$ cat config.mk
export PLATFORM = sky130hd
export DESIGN_NAME = video_timing_gen
export DESIGN_NICKNAME = d
export VERILOG_FILES = /design/src/rtl/video_timing_gen.sv
export SDC_FILE = /design/constraint.sdc
export NUM_CORES = 1
export LEC_CHECK = 0
export BUFFER_PORTS_ARGS = -buffer_cell sky130_fd_sc_hd__buf_2
export CAP_MARGIN = 5
export CORE_MARGIN = 2
export CORE_UTILIZATION = 35
export CTS_CLUSTER_DIAMETER = 120
export DETAILED_ROUTE_END_ITERATION = 8
export SYNTH_ARGS = -nofsm -noshare
export SYNTH_HDL_FRONTEND = slang
export SYNTH_SLANG_ARGS = --single-unit
$ cat constraint.sdc
create_clock -name dvi_clk -period 2.8 [get_ports dvi_clk]
set_clock_uncertainty 0.15 [all_clocks]
set_input_delay 0.42 -clock dvi_clk [delete_from_list [all_inputs] [get_ports dvi_clk]]
set_output_delay 0.42 -clock dvi_clk [all_outputs]
set_load 0.02 [all_outputs]
$ cat src/rtl/video_timing_gen.sv
// Programmable raster timing generator: h/v counters, sync/active decode and pixel coordinates.
// Config is written to shadow registers and copied into the live set at frame end or on OP_RESET.
module video_timing_gen #(
    parameter int H_W = 12,
    parameter int V_W = 12
) (
    input  logic           dvi_clk,
    input  logic           reset,
    input  logic [7:0]     control_op,
    input  logic [31:0]    control_data,
    output logic           dvi_hsync,
    output logic           dvi_vsync,
    output logic           dvi_active_video,
    output logic [H_W-1:0] pix_x,
    output logic [V_W-1:0] pix_y,
    output logic           frame_start
);

    typedef struct packed {
        logic [H_W-1:0] h_total;
        logic [H_W-1:0] h_active;
        logic [H_W-1:0] hs_start;
        logic [H_W-1:0] hs_end;
        logic [V_W-1:0] v_total;
        logic [V_W-1:0] v_active;
        logic [V_W-1:0] vs_start;
        logic [V_W-1:0] vs_end;
        logic           hs_pol;
        logic           vs_pol;
        logic           vdouble;
        logic           enable;
    } cfg_t;

    localparam cfg_t CFG_DEFAULT = '{
        h_total:  H_W'(800), h_active: H_W'(640), hs_start: H_W'(656), hs_end: H_W'(752),
        v_total:  V_W'(525), v_active: V_W'(480), vs_start: V_W'(490), vs_end: V_W'(492),
        hs_pol: 1'b0, vs_pol: 1'b0, vdouble: 1'b0, enable: 1'b1
    };

    localparam logic [7:0] OP_HTIME  = 8'd1;
    localparam logic [7:0] OP_HSYNC  = 8'd2;
    localparam logic [7:0] OP_VTIME  = 8'd3;
    localparam logic [7:0] OP_VSYNC  = 8'd4;
    localparam logic [7:0] OP_MODE   = 8'd5;
    localparam logic [7:0] OP_RESET  = 8'd11;

    cfg_t           shadow;
    cfg_t           live;
    logic [H_W-1:0] h_p0;
    logic [V_W-1:0] v_p0;
    logic           h_last;
    logic           v_last;
    logic           frame_end;
    logic           reload;
    logic           hs_in;
    logic           vs_in;

    assign reload    = (control_op == OP_RESET) && control_data[0];
    // A total of 0 or 1 pins the counter at 0, so every cycle counts as its last position.
    assign h_last    = (live.h_total <= H_W'(1)) || (h_p0 == live.h_total - H_W'(1));
    assign v_last    = (live.v_total <= V_W'(1)) || (v_p0 == live.v_total - V_W'(1));
    assign frame_end = live.enable && h_last && v_last;
    assign hs_in     = (h_p0 >= live.hs_start) && (h_p0 < live.hs_end);
    assign vs_in     = (v_p0 >= live.vs_start) && (v_p0 < live.vs_end);

    always_ff @(posedge dvi_clk) begin
        if (reset) begin
            shadow <= CFG_DEFAULT;
        end else begin
            case (control_op)
                OP_HTIME: begin
                    shadow.h_total  <= control_data[16 +: H_W];
                    shadow.h_active <= control_data[0 +: H_W];
                end
                OP_HSYNC: begin
                    shadow.hs_end   <= control_data[16 +: H_W];
                    shadow.hs_start <= control_data[0 +: H_W];
                end
                OP_VTIME: begin
                    shadow.v_total  <= control_data[16 +: V_W];
                    shadow.v_active <= control_data[0 +: V_W];
                end
                OP_VSYNC: begin
                    shadow.vs_end   <= control_data[16 +: V_W];
                    shadow.vs_start <= control_data[0 +: V_W];
                end
                OP_MODE: begin
                    {shadow.enable, shadow.vdouble, shadow.vs_pol, shadow.hs_pol} <= control_data[3:0];
                end
                default: ;
            endcase
        end
    end

    // Live config only changes at a frame boundary or on an explicit reload.
    always_ff @(posedge dvi_clk) begin
        if (reset) begin
            live <= CFG_DEFAULT;
        end else if (reload || frame_end) begin
            live <= shadow;
        end
    end

    // Stage p0: raster counters
    always_ff @(posedge dvi_clk) begin
        if (reset || reload || !live.enable) begin
            h_p0 <= '0;
            v_p0 <= '0;
        end else if (h_last) begin
            h_p0 <= '0;
            v_p0 <= v_last ? '0 : v_p0 + V_W'(1);
        end else begin
            h_p0 <= h_p0 + H_W'(1);
        end
    end

    // Stage p1: registered decode of the counter state
    always_ff @(posedge dvi_clk) begin
        if (reset) begin
            dvi_hsync        <= ~CFG_DEFAULT.hs_pol;
            dvi_vsync        <= ~CFG_DEFAULT.vs_pol;
            dvi_active_video <= 1'b0;
            pix_x            <= '0;
            pix_y            <= '0;
            frame_start      <= 1'b0;
        end else if (!live.enable) begin
            dvi_hsync        <= ~live.hs_pol;
            dvi_vsync        <= ~live.vs_pol;
            dvi_active_video <= 1'b0;
            pix_x            <= '0;
            pix_y            <= '0;
            frame_start      <= 1'b0;
        end else begin
            dvi_hsync        <= hs_in ? live.hs_pol : ~live.hs_pol;
            dvi_vsync        <= vs_in ? live.vs_pol : ~live.vs_pol;
            dvi_active_video <= (h_p0 < live.h_active) && (v_p0 < live.v_active);
            pix_x            <= h_p0;
            pix_y            <= live.vdouble ? (v_p0 >> 1) : v_p0;
            frame_start      <= (h_p0 == '0) && (v_p0 == '0);
        end
    end

endmodule

==> run_results.csv <==
group,metric,value,unit
outcome,status,"finished with violations",
outcome,violations,"negative setup slack",
power_and_ir_drop,finalPower,8020,uW
setup_path,cp.arrival,3300,ps
setup_path,cp.required,3040,ps
sta,period_minus_slack,3050,ps
cts,clockRootBuffer,"clkbuf_16",
detailed_routing,num_vias,9623,
setup_path,startpoint_type,"flip-flop",
final_layout,drive_above_1_share,19.3,%
final_layout,area_delta_synth_final,26.5,%
final_layout,fillCellCount,3186,
hold_path,whs_endpoint,"shadow[37]",
floorplan,rows,66,
setup_path,r2r_end,"live[69]",
power_and_ir_drop,p_per_area,546,nW/um^2
cts,cts_tree,"yes",
floorplan,die-area,34700,um^2
detailed_routing,ant_nets,0,
final_layout,multi_input_area,6270,um^2
global_route,grt_max_degree,142,
floorplan,die_h,186,um
logic_synthesis,synth.avg_cell_area,8.47,um^2
placed_design,gp_congestion,0.844,
final_layout,ff_latch_area,5050,um^2
setup_path,critPathMaxFanout,8,
setup_path,end_kind,"flip-flop",
setup_path,path_delay_family,"simple AND/OR/NAND/NOR gates",
detailed_routing,dr.first_iter.drc_count,520,
power_and_ir_drop,p_leak,0.00671,uW
sta,rsz0062_at_grt,"true",
logic_synthesis,ys_seq_area_share,43.4,%
setup_path,worst-path-buf-inv,2,
logic_synthesis,yosys_warnings,0,
setup_path,cp_slowest_stage_delay,560,ps
sta,max_slew.worst_pin.slew,1010,ps
placed_design,numPortBuffers,61,
setup_path,rrSetupSlack,-250,ps
logic_synthesis,synthArstFlopShare,0,%
setup_path,critPathKind,"flip-flop to flip-flop",
flow_run,maxCapViolations,0,
final_layout,fin_cells,1958,
placed_design,placed_cells,1892,
placed_design,dpl.hpwl,21200,um
floorplan,io_pins,70,
detailed_routing,first_pass_iters,5,
power_and_ir_drop,vdd.ir_drop.worst,0.440,mV
global_route,grt.overflow.total,0,
cts,cts-buffers-inserted,28,
floorplan,fp.dieW,186,um
logic_synthesis,ys_types,57,
detailed_routing,wl_per_cell,15.6,um
hold_path,hold_path_class,"input port to flip-flop",
cts,clk_latency,540,ps
hold_path,min-delay-start,"control_data[9]",
setup_path,cpMaxStageDelayCell,"or4_4",
final_layout,utilization,45.1,%
cts,ctsHtreeMaxLevel,1,
global_route,antenna_found_initial,1,
sta,postLayoutSetupSlackWorst,-255,ps
cts,cts.path.max_buffers,3,
detailed_routing,drcViolationCount,0,
logic_synthesis,synthCells,1372,
logic_synthesis,synthFlopType,"dfxtp_1",
floorplan,start_util,35.6,%
final_layout,layout_common_cells,"dfxtp_1, nand2_1, nor2_1, a21oi_1, buf_4",
final_layout,finalNetCount,1612,
detailed_routing,vias_per_cell,4.91,
logic_synthesis,synth_fp_nets,1490,
global_route,track_usage,17.9,%
sta,slew_headroom,32.9,%
setup_path,r2r_cells,10,
setup_path,worstReg2RegStart,"live[40]",
logic_synthesis,yosys_register_bits,252,
sta,hold_slack,19.0,ps
detailed_routing,totalWireLength,30600,um
logic_synthesis,synth_edf_count,0,
hold_path,worstHoldPathCells,3,
sta,setup_viol,109,
sta,period_share,109,%
cts,path_clk_slew,60,ps
floorplan,coreArea,32600,um^2
logic_synthesis,synth_area,11600,um^2
sta,drv_slew,0,
cts,cts.sinks,252,
sta,finalHoldViolations,0,
final_layout,final_common_cell,"dfxtp_1",
sta,max_freq,0.327,GHz
setup_path,crit_path_cell_trace,"or4_4, nor3_2, o2111ai_1, or4_4, o31ai_4, a31oi_4, buf_12, buf_12, mux2i_2, nor2_1",
global_route,grt_pass1_wl,48500,um
global_route,first_global_vias,9109,
## report_power, final
group	switching [uW]	internal (uW)
combinational	182	86.0
sequential	11.1	3600
clock	1480	2660
## cell usage after synthesis (all sizes together) (13+ instances only)
library cell	number	area [um^2]
a21o	19	143
a21oi	115	576
buf	20	109
clkbuf	64	240
dfxtp	252	5040
ha	76	951
inv	82	308
mux2i	84	841
nand2	208	781
nand3b	34	255
nand4	14	87.6
nor2	161	604
nor3	49	245
nor4	13	81.3
o21ai	15	75.1
xnor2	21	184
xor2	21	184
## final cells by class
cell class                 count  share of cell area [%]
inverter                      82                    2.09
sequential                   252                    34.4
antenna                        1                  0.0170
clock buffer                  40                    5.83
tap                          442                    3.76
multi-input combinational    954                    42.7
clock inverter                11                    1.41
timing repair buffer         176                    9.84
## per-layer routing
layer  GRT usage (%)  vias up  part of all wire, %
met5               0        -                    0
met4            5.45        0                  3.0
met3            1.75       52                  3.5
met2            28.6      189                   44
met1            25.4     4504                   50
li1                -     4878                    -
## worst max path at each step
stage / startpoint / cells past startpoint / slack (ps) / end
floorplan: live[88] / 12 / -120 / live[88]
global placement: live[41] / 12 / -290 / live[94]
detailed placement: live[41] / 12 / -350 / live[92]
CTS: live[44] / 11 / -340 / live[1]
global route: live[41] / 13 / -390 / live[69]
finish: live[40] / 10 / -250 / live[69]
## repair_timing
| action | 4_1_cts | 5_1_grt |
|---|---|---|
| buffers inserted | 9 | 1 |
| gates resized for setup | 41 | 44 |
| hold endpoints to repair | 3 | 0 |
| hold buffers | 1 | 0 |
| setup endpoints to repair | 123 | 125 |
| cloned | 5 | 0 |
| pin swaps | 15 | 10 |
## through the flow
| stage | setup slack (ps) | instance area [um^2] | TNS [ps] |
|---|---|---|---|
| 3_5_place_dp | -347 | 13100 | -29220 |
| 4_1_cts | -338 | 14500 | -28380 |
| 6_report | -255 | 14700 | -18940 |
| 5_1_grt | -386 | 14700 | -33860 |
| 3_3_place_gp | -294 | 13100 | -22040 |
| 2_1_floorplan | -123 | 11700 | -8180 |
## sequential cells by signal (all words and copies together) (netlist names)
name and flops:
dvi_active_video 1, dvi_hsync 1, dvi_vsync 1, frame_start 1, h_p0 12, live 100, pix_x 12, pix_y 12
shadow 100, v_p0 12
## tightest hold or removal path: stages
cell and delay [ps]:
buf_2 130, nand2_1 60, a21oi_1 50
## cell families (layout without fill, tap and decap cells)
kind of cell    after synthesis  in the layout  synth area share (%)
simple gates                558            558                  22.2
fa+ha+maj                    76             76                  8.18
compound gates              193            193                  10.1
other cells                   0              1                     0
xor+xnor                     42             42                  3.16
mux                          85             85                  7.33
flops                       252            252                  43.4
buf+inv                     166            309                  5.65
(Power assumes the default switching activity.)
